File: src/rtl/alu_pkg.sv
// Shared definitions for the two-requester add/sub arbiter.
// Latency: n/a (types and constants only).
// Backpressure: n/a.
package alu_pkg;

    typedef enum logic [1:0] {
        IDLE = 2'd0,
        CALC = 2'd1,
        DONE = 2'd2
    } state_t;

    localparam logic REQ_ID0 = 1'b0;
    localparam logic REQ_ID1 = 1'b1;

endpackage

File: src/rtl/adder_arbiter_adder.sv
// Combinational two's-complement adder/subtractor, subtraction as a + ~b + 1.
// Latency: 0 cycles (pure combinational).
// Backpressure: none.
module adder_arbiter_adder #(
    parameter int WIDTH = 32
) (
    input  logic [WIDTH-1:0] a,
    input  logic [WIDTH-1:0] b,
    input  logic             subtract,
    output logic [WIDTH-1:0] result
);

    logic [WIDTH-1:0] b_eff;
    logic [WIDTH-1:0] carry_in;

    assign b_eff    = subtract ? ~b : b;
    assign carry_in = {{(WIDTH-1){1'b0}}, subtract};
    assign result   = a + b_eff + carry_in;

endmodule

File: src/rtl/adder_arbiter.sv
// Two requesters share one adder; round-robin grant, result held until consumed.
// Latency: ready cycle -> resp_valid two cycles later; one op per 3 cycles at best.
// Backpressure: DONE holds result/overflow until resp_ready; readies low outside IDLE.
module adder_arbiter
    import alu_pkg::*;
#(
    parameter int WIDTH = 32
) (
    input  logic             clock,
    input  logic             reset_n,
    input  logic             req0_valid,
    input  logic [WIDTH-1:0] req0_a,
    input  logic [WIDTH-1:0] req0_b,
    input  logic             req0_sub,
    output logic             req0_ready,
    input  logic             req1_valid,
    input  logic [WIDTH-1:0] req1_a,
    input  logic [WIDTH-1:0] req1_b,
    input  logic             req1_sub,
    output logic             req1_ready,
    output logic             resp0_valid,
    output logic             resp1_valid,
    input  logic             resp_ready,
    output logic [WIDTH-1:0] result,
    output logic             overflow
);

    state_t           state_q, state_d;
    logic [WIDTH-1:0] a_q, a_d;
    logic [WIDTH-1:0] b_q, b_d;
    logic             sub_q, sub_d;
    logic             owner_q, owner_d;
    logic             last_q, last_d;
    logic [WIDTH-1:0] result_q, result_d;
    logic             ovf_q, ovf_d;

    logic [WIDTH-1:0] sum;
    logic [WIDTH-1:0] b_eff;
    logic             ovf_calc;
    logic             gnt;

    adder_arbiter_adder #(
        .WIDTH(WIDTH)
    ) u_adder (
        .a       (a_q),
        .b       (b_q),
        .subtract(sub_q),
        .result  (sum)
    );

    // Overflow: operands of equal sign producing a result of the other sign.
    assign b_eff    = sub_q ? ~b_q : b_q;
    assign ovf_calc = (a_q[WIDTH-1] == b_eff[WIDTH-1]) && (sum[WIDTH-1] != a_q[WIDTH-1]);

    // Grant choice: contention goes to whoever was not served last.
    always_comb begin
        gnt = REQ_ID0;
        if (req0_valid && req1_valid) begin
            gnt = (last_q == REQ_ID1) ? REQ_ID0 : REQ_ID1;
        end else if (req1_valid) begin
            gnt = REQ_ID1;
        end
    end

    // Next-state, operand capture and handshake outputs.
    always_comb begin
        state_d    = state_q;
        a_d        = a_q;
        b_d        = b_q;
        sub_d      = sub_q;
        owner_d    = owner_q;
        last_d     = last_q;
        result_d   = result_q;
        ovf_d      = ovf_q;
        req0_ready = 1'b0;
        req1_ready = 1'b0;
        case (state_q)
            IDLE: begin
                if (req0_valid || req1_valid) begin
                    owner_d    = gnt;
                    last_d     = gnt;
                    a_d        = (gnt == REQ_ID1) ? req1_a   : req0_a;
                    b_d        = (gnt == REQ_ID1) ? req1_b   : req0_b;
                    sub_d      = (gnt == REQ_ID1) ? req1_sub : req0_sub;
                    req0_ready = (gnt == REQ_ID0);
                    req1_ready = (gnt == REQ_ID1);
                    state_d    = CALC;
                end
            end
            CALC: begin
                result_d = sum;
                ovf_d    = ovf_calc;
                state_d  = DONE;
            end
            DONE: begin
                if (resp_ready) begin
                    state_d = IDLE;
                end
            end
            default: state_d = IDLE;
        endcase
    end

    // State registers; reset discards any in-flight operation.
    always_ff @(posedge clock) begin
        if (!reset_n) begin
            state_q  <= IDLE;
            a_q      <= '0;
            b_q      <= '0;
            sub_q    <= 1'b0;
            owner_q  <= REQ_ID0;
            last_q   <= REQ_ID1;
            result_q <= '0;
            ovf_q    <= 1'b0;
        end else begin
            state_q  <= state_d;
            a_q      <= a_d;
            b_q      <= b_d;
            sub_q    <= sub_d;
            owner_q  <= owner_d;
            last_q   <= last_d;
            result_q <= result_d;
            ovf_q    <= ovf_d;
        end
    end

    assign resp0_valid = (state_q == DONE) && (owner_q == REQ_ID0);
    assign resp1_valid = (state_q == DONE) && (owner_q == REQ_ID1);
    assign result      = result_q;
    assign overflow    = ovf_q;

endmodule

File: config.mk
export PLATFORM = sky130hd
export DESIGN_NAME = adder_arbiter
export DESIGN_NICKNAME = d
export VERILOG_FILES = /design/src/rtl/alu_pkg.sv /design/src/rtl/adder_arbiter_adder.sv /design/src/rtl/adder_arbiter.sv
export SDC_FILE = /design/constraint.sdc
export NUM_CORES = 1
export LEC_CHECK = 0
export ABC_AREA = 1
export CORE_UTILIZATION = 45
export DETAILED_ROUTE_END_ITERATION = 6
export MAX_ROUTING_LAYER = met4
export PLACE_DENSITY = 0.84
export SLEW_MARGIN = 25
export SYNTH_ARGS = -nofsm -noshare
export SYNTH_HDL_FRONTEND = slang
export SYNTH_SLANG_ARGS = --single-unit
File: constraint.sdc
create_clock -name clock -period 2.1 [get_ports clock]
set_input_delay 0.525 -clock clock [delete_from_list [all_inputs] [get_ports clock]]
set_output_delay 0.525 -clock clock [all_outputs]
set_load 0.02 [all_outputs]
# Word-level counts from Yosys, hierarchy flattened
# Cells that the tools add are included.
[totals] register_bits=102 latch_bits=0 ram_bits=0 romBits=0 word_cells=41 n_memories=0
[op_classes] addsub=2 multipliers=0 div_mod_pow=0 order_cmp=0 eq_ne=6 shifts=0 n_mux=14 n_bitwise=3 n_reduce_logical=8
[op_table] op="32-bit two-way mux" count=3
[op_table] op="32-bit by 1-bit adder with 32-bit output" count=1
[op_table] op="32-bit adder" count=1
[op_table] op="32-bit inverter" count=1
[op_table] op="1-bit two-way mux" count=8
[op_table] op="2-bit case mux with 3 select lines" count=1
[op_table] op="1-bit logical AND" count=4
[op_table] op="2-bit two-way mux" count=2
[op_table] op="2-bit inequality test (second input constant)" count=2
[op_table] op="2-bit AND reduction" count=2
[op_table] op="2-bit by 1-bit equality test with 1-bit output (second input constant)" count=1
[op_table] op="2-bit equality test (second input constant)" count=1
[op_table] op="2-bit logical NOT" count=1
[op_table] op="1-bit inverter" count=2
[op_table] op="1-bit equality test" count=1
[op_table] op="1-bit logical OR" count=1
[op_table] op="1-bit inequality test" count=1

# Logic depth before layout (Yosys ltp)
# Gate-level depths: netlist (run 1).
[depth] word_depth=6 ltp_mapped=19 depth_no_buf=17

# Cells and area by module
# From an unflattened synthesis (run 1), not the netlist that was laid out.
[hier_totals] hier_cells=1158 hier_area_um2=7108.1
[by_module_without_submodules] module="adder_arbiter" n_inst=1 cells_per_inst=679 area_per_inst_um2=4554.4
[by_module_without_submodules] module="adder_arbiter_adder" n_inst=1 cells_per_inst=479 area_per_inst_um2=2553.7

# Worst setup path before layout (run 1)
# No wires, ideal clock.
[synth_path] path_kind="register to register" from="reg sub_q" to="reg result_q[30] (netlist: result[30])" t_arrival_ps=2003 t_required_ps=1991 path_slack_ps=-12 path_stages_with_launch=15 path_buffers=2 cell_sequence="dfxtp_1 buf_6 buf_2 xnor2_1 fa_1 o21ai_2 nand2_1 nand2_2 nand2_1 nand2_2 nand2_1 nand3_1 nand3_1 nand2_1 inv_1"
[synth_via] elab_chain_len=3
[synth_lines] element="start, declared" line="adder_arbiter.sv:31" text="logic sub_q, sub_d;"
[synth_lines] element="start signal, assigned" line="adder_arbiter.sv:119" text="sub_q <= sub_d;"
[synth_lines] element="32-bit two-way mux" line="adder_arbiter_adder.sv:16" text="assign b_eff = subtract ? ~b : b;"
[synth_lines] element="32-bit adder" line="adder_arbiter_adder.sv:18" text="assign result = a + b_eff + carry_in;"
[synth_lines] element="32-bit by 1-bit adder with 32-bit output *" line="adder_arbiter_adder.sv:18"
[synth_lines] element="end signal, assigned" line="adder_arbiter.sv:122" text="result_q <= result_d;"
[synth_lines] element="end, declared" line="adder_arbiter.sv:34" text="logic [WIDTH-1:0] result_q, result_d;"
# Every way passes the cells marked *; elsewhere a longest branch is shown, timed or not.
# A chain may end at the register's enable or synchronous reset.

# Worst setup path after layout (run 1)
[layout_path] from="reg sub_q" to="reg result_q[16] (netlist: result[16])"
# Same word-level chain as after synthesis.

==> impl_metrics.csv, run 1 <==
group,metric,value,unit
clocking,cts_made_buffers,9,
setup_path,cp_common_cell,"nand2_2",
run_status,violations,"setup timing",
place,dp.cells,1443,
pwr,p_total,0.00740,W
sta,min_period,2.39,ns
global_route,grt_pass1_wl,32700,um
setup_path,end_kind,"flop",
cells_and_area,nFillCells,1021,
sta,period_share,114,%
logic_synthesis,ys_seq_area_share,30.7,%
setup_path,worst_path_largest_cell_delay,0.45,ns
floorplanning,fp.dieW,124,um
cells_and_area,multiInputGateArea,4880,um2
floorplanning,io_pins,172,
detailed_routing,routed_wl,23100,um
cells_and_area,syn2layout_area_growth,59.1,%
detailed_routing,wl_per_cell,15.6,um
sta,timing.slew.headroom,66.9,%
floorplanning,die_h,124,um
logic_synthesis,synth_fp_nets,1215,
sta,finalHoldViolations,0,
detailed_routing,ant_nets,0,
place,io_buffer_count,171,
floorplanning,rows,44,
place,placed_area,9060,um2
sta,grt_setup_unrepaired,"true",
setup_path,worstSetupStartpointType,"flop",
setup_path,required,2.36,ns
clocking,clockRootBuffer,"clkbuf_16",
setup_path,path_cells,"inv_2 > nand2_2 > and2_4 > inv_1 > fa_2 > o21ai_4 > nand2_2 > nand2_2 > nand2_1 > nand2_2 > nand2_1 > nand3_1 > nand3_1 > nand2_1 > inv_1",
cells_and_area,final_util,73.2,%
sta,fin_ws,-0.291,ns
sta,setup_viol,26,
logic_synthesis,synthTopCellsByArea,"dfxtp_1 (31%), nand2_1 (19%), inv_1 (7.2%)",
detailed_routing,dr.pass1.iters,5,
setup_path,worst-setup-path-type,"flop to flop",
hold_path,min_path_type,"flop to flop",
sta,worst_slew_pin_slew,0.496,ns
setup_path,critical_path_buf_inv_count,3,
cells_and_area,diodes,0,
clocking,clkLatencyLatePin,0.36,ns
logic_synthesis,synth_top_cell_by_area,"dfxtp_1",
setup_path,cp_data_arrival_time,2.65,ns
logic_synthesis,ys.flop_type,"dfxtp_1",
setup_path,r2r-end,"result[16]",
global_route,grt_pass1_vias,6878,
logic_synthesis,syn_inst,1049,
logic_synthesis,synth_cell_types,38,
floorplanning,initial_core_util,46.0,%
detailed_routing,remaining_drc_errors,0,
logic_synthesis,ys_seq_elements,102,
detailed_routing,vias_per_cell,5.26,
clocking,clk_pin_slew_worst_paths,0.07,ns
logic_synthesis,yosysWarnings,0,
cells_and_area,final_cells,1483,
cells_and_area,drive_gt1_share,23.1,%
cells_and_area,register_area,2050,um2
sta,max_freq,418,MHz
run_status,status,"complete, but fails checks",
setup_path,crit_family,"simple AND/OR/NAND/NOR gates",
global_route,track_usage,28.6,%
pwr,vdd_drop_max,0.000473,V
floorplanning,dieArea,15300,um2
floorplanning,core,14500,um2
hold_path,hold_start,"last_q",
detailed_routing,drt_iter0_markers,548,
logic_synthesis,yosysMostFrequentCell,"nand2_1",
setup_path,reg2reg_setup_slack,-0.29,ns
hold_path,whs_path_depth,2,
setup_path,worstRegToRegCells,15,
cells_and_area,nets,1460,
clocking,htree_num_levels,3,
place,place.gp.congestion,0.942,
run,cap_violations,0,
setup_path,critPathMaxFanout,5,
logic_synthesis,synthTopCellsByCount,"nand2_1 (341), inv_1 (128), nor2_1 (112)",
hold_path,holdPathEnd,"last_q",
pwr,p_leak,4.82,nW
global_route,grt-ovfl-total,0,
cells_and_area,finish.instance_area,10600,um2
logic_synthesis,synth_edf_count,0,
clocking,clockBufferDepth,2,
setup_path,crit_slowest_cell,"fa_2",
clocking,cts_sinks,102,
sta,finClkSkew,0.00514,ns
logic_synthesis,synth_top_cell_area_share,30.7,%
detailed_routing,vias,7806,
logic_synthesis,avgSynthCellArea,6.35,um2
global_route,grt_max_degree,69,
place,hpwl,15600,um
logic_synthesis,async_reset_ff_share,0,%
sta,slew_violations,0,
clocking,cts_tree,"done",
global_route,antenna_found_initial,0,
pwr,power_density,699,nW/um2
setup_path,timing.rr.start,"sub_q",
logic_synthesis,synth_area,6660,um2
area by class of cell:
cell class | count | area share [%]
Clock buffer | 11 | 2.20
Clock inverter | 5 | 0.567
Inverter | 131 | 4.64
Multi-Input combinational cell | 774 | 46.1
Sequential cell | 102 | 19.3
Tap cell | 184 | 2.17
Timing Repair Buffer | 276 | 25.0
state kept, by name (all words and copies together) (netlist names):
register,count
overflow,1
last_q,1
state_q,2
owner_q,1
a_q,32
sub_q,1
b_q,32
result,32
tightest hold or removal path: stages (launching register included):
cell and delay, ns:
dfxtp_1 0.33, a21oi_1 0.06, nand2_1 0.05
stage by stage:
stage	hold slack, ns	setup slack (ns)	setup TNS (ns)
5_1_grt	0.497	-0.376	-7.46
4_1_cts	0.468	-0.126	-1.69
3_3_place_gp	0.453	-0.532	-20.89
3_5_place_dp	0.453	-0.585	-24.95
2_1_floorplan	0.433	0.0339	0
6_report	0.470	-0.291	-4.82
cells in the final DEF (no fill, tap or decap), types with 10 or more instances in the layout:
cell type	n
nand2_1	306
clkdlybuf4s50_1	165
inv_1	119
dfxtp_1	100
nor2_1	89
buf_4	88
a31oi_1	48
nand2_2	38
o21ai_0	30
a21oi_1	28
nand3_1	27
a21oi_2	22
nor2_2	21
o21ai_1	20
o21bai_1	20
xor2_1	19
ha_4	16
xor2_4	12
inv_2	12
nand3_2	11
xor2_2	10
ha_1	10
clkbuf_16	10
power by group:
part / internal (W) / switching [W] / total, W
logic: 0.00162 / 0.00176 / 0.00338
clock network: 0.000927 / 0.000763 / 0.00169
registers: 0.00214 / 0.000185 / 0.00233
cells by family after synthesis:
| kind of cell | synth area share, % |
|---|---|
| flops | 30.7 |
| fa+ha+maj | 5.94 |
| xor+xnor | 5.79 |
| buf+inv | 10.6 |
| compound gates | 15.7 |
| simple gates | 31.3 |
metal layers:
metal | track usage (%) | part of all wire (%) | vias to the layer above
met4 | 11.3 | 4.4 | 0
li1 | - | - | 3800
met5 | - | 0 | -
met1 | 36.0 | 42 | 3526
met2 | 45.0 | 47 | 388
met3 | 5.45 | 6.8 | 92
how the worst max path moves through the flow:
stage          cells after the start         end       start
6_report                          15  result[16]       sub_q
5_1_grt                           15  result[31]       sub_q
4_1_cts                           14  result[31]       sub_q
3_5_place_dp                       7      a_q[6]  req1_valid
3_3_place_gp                       6  req0_ready  req0_valid
2_1_floorplan                     19  result[31]       sub_q
timing repair:
item,4_1_cts,5_1_grt
pin swaps,14,30
setup endpoints to repair,52,29
hold buffers,0,0
resized for setup,86,145
buffers inserted,13,13
gates cloned,0,1
(Power assumes the default switching activity.)
==> run 2, diff against run 1 <==
Settings changed: CAP_MARGIN set to 5, SETUP_SLACK_MARGIN set to 0.02.
==> run 2 against run 1 <==
The run still ends with setup timing left. Final cell count unchanged. Largest power group unchanged. Critical path type unchanged. Critical path depth unchanged. Count of clock-buffer cells in the layout unchanged.
==> impl_metrics.csv, run 2 (same netlist as run 1, synthesis figures left out) <==
group,metric,value,unit
detailed_routing,routed_wl,23500,um
pwr,p_total,0.00745,W
floorplanning,core,14500,um2
detailed_routing,dr.pass1.iters,7,
global_route,grt_pass1_vias,6880,
cells_and_area,diodes,0,
cells_and_area,mostFrequentLayoutCell,"nand2_1",
place,placed_area,9060,um2
run,cap_violations,0,
place,io_buffer_count,171,
setup_path,startpoint,"sub_q",
sta,grt_setup_unrepaired,"true",
cells_and_area,nets,1460,
sta,finClkSkew,0.00603,ns
global_route,antenna_found_initial,0,
clocking,clk_pin_slew_worst_paths,0.07,ns
global_route,grt_pass1_wl,32700,um
detailed_routing,drt_iter0_markers,608,
pwr,vdd_drop_max,0.000506,V
detailed_routing,vias,7786,
setup_path,required,2.36,ns
detailed_routing,remaining_drc_errors,0,
setup_path,cp_common_cell,"nand2_1",
hold_path,whs_path_depth,2,
cells_and_area,finish.instance_area,10600,um2
floorplanning,die_h,124,um
clocking,cts_made_buffers,9,
global_route,met1_usage,36.0,%
sta,timing.slew.headroom,66.1,%
clocking,clockRootBuffer,"clkbuf_16",
sta,setup_viol,28,
global_route,busiest_layer,"met2",
pwr,p_leak,4.86,nW
setup_path,end_kind,"flop",
sta,max_freq,416,MHz
sta,min_period,2.41,ns
global_route,use_met3,5.45,%
floorplanning,fp.dieW,124,um
global_route,track_usage,28.5,%
run_status,status,"complete, but fails checks",
floorplanning,dieArea,15300,um2
cells_and_area,final_cell_mix,"nand2_1 (300), clkdlybuf4s50_1 (165), inv_1 (116)",
floorplanning,io_pins,172,
floorplanning,rows,44,
clocking,cts_sinks,102,
run_status,violations,"setup timing",
sta,slew_violations,0,
setup_path,worst_path_largest_cell_delay,0.40,ns
clocking,cts_tree,"done",
setup_path,reg2reg_setup_slack,-0.31,ns
sta,worst_slew_pin_slew,0.507,ns
hold_path,holdPathEnd,"last_q",
floorplanning,initial_core_util,46.0,%
detailed_routing,ant_nets,0,
sta,period_share,115,%
cells_and_area,syn2layout_area_growth,59.4,%
hold_path,hold_start,"last_q",
global_route,grt-ovfl-total,0,
clocking,clockBufferDepth,2,
setup_path,worstSetupStartpointType,"flop",
place,place.gp.congestion,0.942,
setup_path,worstRegToRegCells,15,
clocking,htree_num_levels,3,
setup_path,timing.rr.start,"sub_q",
place,hpwl,15600,um
cells_and_area,drive_gt1_share,23.9,%
global_route,grtUsageMet2,45.0,%
clocking,clkLatencyLatePin,0.36,ns
setup_path,r2r-end,"result[30]",
sta,fin_ws,-0.307,ns
setup_path,critPathMaxFanout,6,
setup_path,cp_data_arrival_time,2.67,ns
detailed_routing,vias_per_cell,5.25,
hold_path,min_path_type,"flop to flop",
setup_path,path_cells,"buf_12 > buf_12 > xor2_4 > ha_4 > nand2_2 > nor2_2 > inv_2 > nor3_2 > nand2_1 > nand2_2 > nand2_1 > nand3_2 > nand3_2 > nand2_1 > inv_1",
sta,finalHoldViolations,0,
pwr,power_density,702,nW/um2
setup_path,worst-setup-path-type,"flop to flop",
global_route,grt_max_degree,69,
detailed_routing,wl_per_cell,15.8,um
setup_path,crit_slowest_cell,"dfxtp_4",
## run 2: cell counts in the layout (fill, tap and decap cells not counted)
Identical to the previous run, type by type.
## run 2: how the worst max path moves through the flow
stage,slack [ns],cells after the start,to
finish,-0.31,15,result[30]
global route,-0.39,15,result[31]
CTS,-0.13,14,result[31]
detailed placement,-0.58,7,a_q[6]
global placement,-0.53,6,req0_ready
floorplan,0.03,19,result[31]
## run 2: critical path, delay by kind of cell, from the launching register on
kind | cells | cell delay (ns)
xor+xnor | 1 | 0.18
simple gates | 9 | 0.98
fa+ha+maj | 1 | 0.33
flops | 1 | 0.40
buf+inv | 4 | 0.42
## run 2: final cells by class
type | count | area [um2]
Timing Repair Buffer | 276 | 2650
Inverter | 131 | 492
Clock inverter | 5 | 60.1
Tap cell | 184 | 230
Multi-Input combinational cell | 774 | 4900
Fill cell | 1012 | 3860
Clock buffer | 11 | 233
Sequential cell | 102 | 2050
## run 2: report_power, final
group	leakage, nW	switching [W]	total [W]	internal (W)
clock	0.140	0.000761	0.00169	0.000927
sequential	0.842	0.000185	0.00233	0.00214
combinational	3.88	0.00179	0.00343	0.00164
## run 2: routing by layer
metal	part of all wire (%)	vias to the layer above
met5	0	-
met4	3.7	0
met3	6.6	78
met2	47	350
met1	43	3558
li1	-	3800
## run 2: repair_timing
item	4_1_cts	5_1_grt
gates resized for setup	87	157
pin swaps	15	31
gates cloned	0	1
buffers inserted	13	13
setup endpoints to repair	52	30
hold buffers	0	0
## run 2: stage by stage
step	hold WS, ns	setup TNS [ns]	instances	util, %	setup slack, ns
2_1_floorplan	0.433	0	1049	-	0.0339
3_3_place_gp	0.453	-20.89	1443	62.6	-0.532
3_5_place_dp	0.453	-24.95	1443	62.6	-0.585
4_1_cts	0.468	-1.69	1472	67.8	-0.126
5_1_grt	0.497	-7.38	1483	73.3	-0.388
6_report	0.470	-4.89	1483	73.3	-0.307
==> run 3, diff against run 2 <==
Settings changed: ABC_CLOCK_PERIOD_IN_PS set to 2100, CTS_BUF_LIST set to sky130_fd_sc_hd__clkbuf_16.
==> run 3 against run 2 <==
The flow still finishes with violations (setup timing). Sequential share of layout area is the same. Combinational power is essentially flat. Critical path depth is the same. Fmax is essentially flat. Critical path type unchanged. Critical endpoint unchanged. Largest cell class unchanged. Largest power group unchanged. Highest routed layer unchanged.
==> impl_metrics.csv, run 3 (same netlist as run 1, synthesis figures left out) <==
group,metric,value,unit
cells_and_area,mostFrequentLayoutCell,"nand2_1",
sta,finalHoldViolations,0,
clocking,cts_tree,"done",
detailed_routing,vias,7793,
detailed_routing,ant_nets,0,
place,hpwl,15600,um
sta,grt_setup_unrepaired,"true",
place,io_buffer_count,171,
floorplanning,dieArea,15300,um2
place,place.gp.congestion,0.942,
pwr,p_total,0.00744,W
sta,min_period,2.41,ns
place,place_ws,-0.585,ns
floorplanning,rows,44,
cells_and_area,nFillCells,1012,
detailed_routing,drt_iter0_markers,615,
floorplanning,io_pins,172,
setup_path,end_kind,"flop",
clocking,cts_made_buffers,9,
floorplanning,core,14500,um2
setup_path,critPathMaxFanout,6,
cells_and_area,final_cells,1483,
floorplanning,initial_core_util,46.0,%
sta,finClkSkew,0.00578,ns
detailed_routing,wl_per_cell,15.9,um
sta,tns,-4.87,ns
cells_and_area,diodes,0,
clocking,cts_sinks,102,
global_route,track_usage,28.5,%
global_route,antenna_found_initial,0,
global_route,grt-ovfl-total,0,
detailed_routing,vias_per_cell,5.25,
detailed_routing,dr.pass1.iters,7,
clocking,htree_num_levels,3,
sta,setup_viol,28,
run_status,status,"complete, but fails checks",
detailed_routing,routed_wl,23500,um
sta,period_share,115,%
setup_path,worst-setup-path-type,"flop to flop",
place,dp.cells,1443,
detailed_routing,remaining_drc_errors,0,
pwr,p_leak,4.87,nW
hold_path,min_path_type,"flop to flop",
cells_and_area,syn2layout_area_growth,59.4,%
setup_path,cp_data_arrival_time,2.67,ns
sta,fin_ws,-0.307,ns
clocking,cts_hold_buf,0,
sta,worst_slew_pin_slew,0.507,ns
global_route,grt_pass1_wl,32700,um
cells_and_area,drive_gt1_share,23.9,%
setup_path,required,2.36,ns
global_route,grt_max_degree,69,
sta,slew_violations,0,
cells_and_area,final_cell_mix,"nand2_1 (300), clkdlybuf4s50_1 (165), inv_1 (118)",
clocking,clockBufferDepth,2,
clocking,clockRootBuffer,"clkbuf_16",
sta,timing.slew.headroom,66.1,%
clocking,clk_pin_slew_worst_paths,0.07,ns
setup_path,worstSetupStartpointType,"flop",
floorplanning,fp.dieW,124,um
run_status,violations,"setup timing",
pwr,vdd_drop_max,0.000505,V
global_route,grt_pass1_vias,6880,
sta,max_freq,415,MHz
run,cap_violations,0,
clocking,clkLatencyLatePin,0.36,ns
cells_and_area,nets,1460,
floorplanning,die_h,124,um
pwr,power_density,701,nW/um2
run 3: final timing paths:
kind	startpoint	endpoint	slack, ns	cells past startpoint
max	sub_q	result[30]	-0.31	15
min	last_q	last_q	0.47	2
min reg2reg	last_q	last_q	0.47	2
max reg2reg	sub_q	result[30]	-0.31	15
run 3: final cells by class:
cell class,count,area (um2),area share [%]
Sequential cell,102,2050,19.3
Timing Repair Buffer,276,2650,25.0
Inverter,131,492,4.63
Tap cell,184,230,2.17
Clock buffer,9,225,2.12
Multi-Input combinational cell,774,4900,46.2
Clock inverter,7,67.6,0.636
run 3: report_power, final:
part | internal [W] | total, W | switching, W
clock network | 0.000918 | 0.00168 | 0.000765
logic | 0.00164 | 0.00343 | 0.00179
registers | 0.00214 | 0.00233 | 0.000185
run 3: through the flow:
step / area [um2] / utilization [%] / hold slack [ns]
detailed placement: 9060 / 62.6 / 0.453
global placement: 9060 / 62.6 / 0.453
floorplan: 6660 / - / 0.433
global route: 10600 / 73.3 / 0.497
finish: 10600 / 73.3 / 0.469
CTS: 9810 / 67.8 / 0.468
run 3: timing repair:
| item | 4_1_cts | 5_1_grt |
|---|---|---|
| endpoints found under the setup margin | 52 | 30 |
| pin swaps | 15 | 31 |
| setup buffers | 13 | 13 |
| resized for setup | 87 | 157 |
| cloned | 0 | 1 |
run 3: worst max-delay path, stage by stage, from the launching register on:
cell     delay [ns]
dfxtp_4        0.40
buf_12         0.16
buf_12         0.13
xor2_4         0.18
ha_4           0.33
nand2_2        0.09
nor2_2         0.17
inv_2          0.09
nor3_2         0.16
nand2_1        0.09
nand2_2        0.12
nand2_1        0.10
nand3_2        0.08
nand3_2        0.10
nand2_1        0.07
inv_1          0.04
run 3: routing by layer:
layer  part of all wire, %  GRT usage, %
met3                   6.5          5.45
met5                     0             -
met2                    47          45.0
met4                   3.8          11.3
met1                    43          36.0
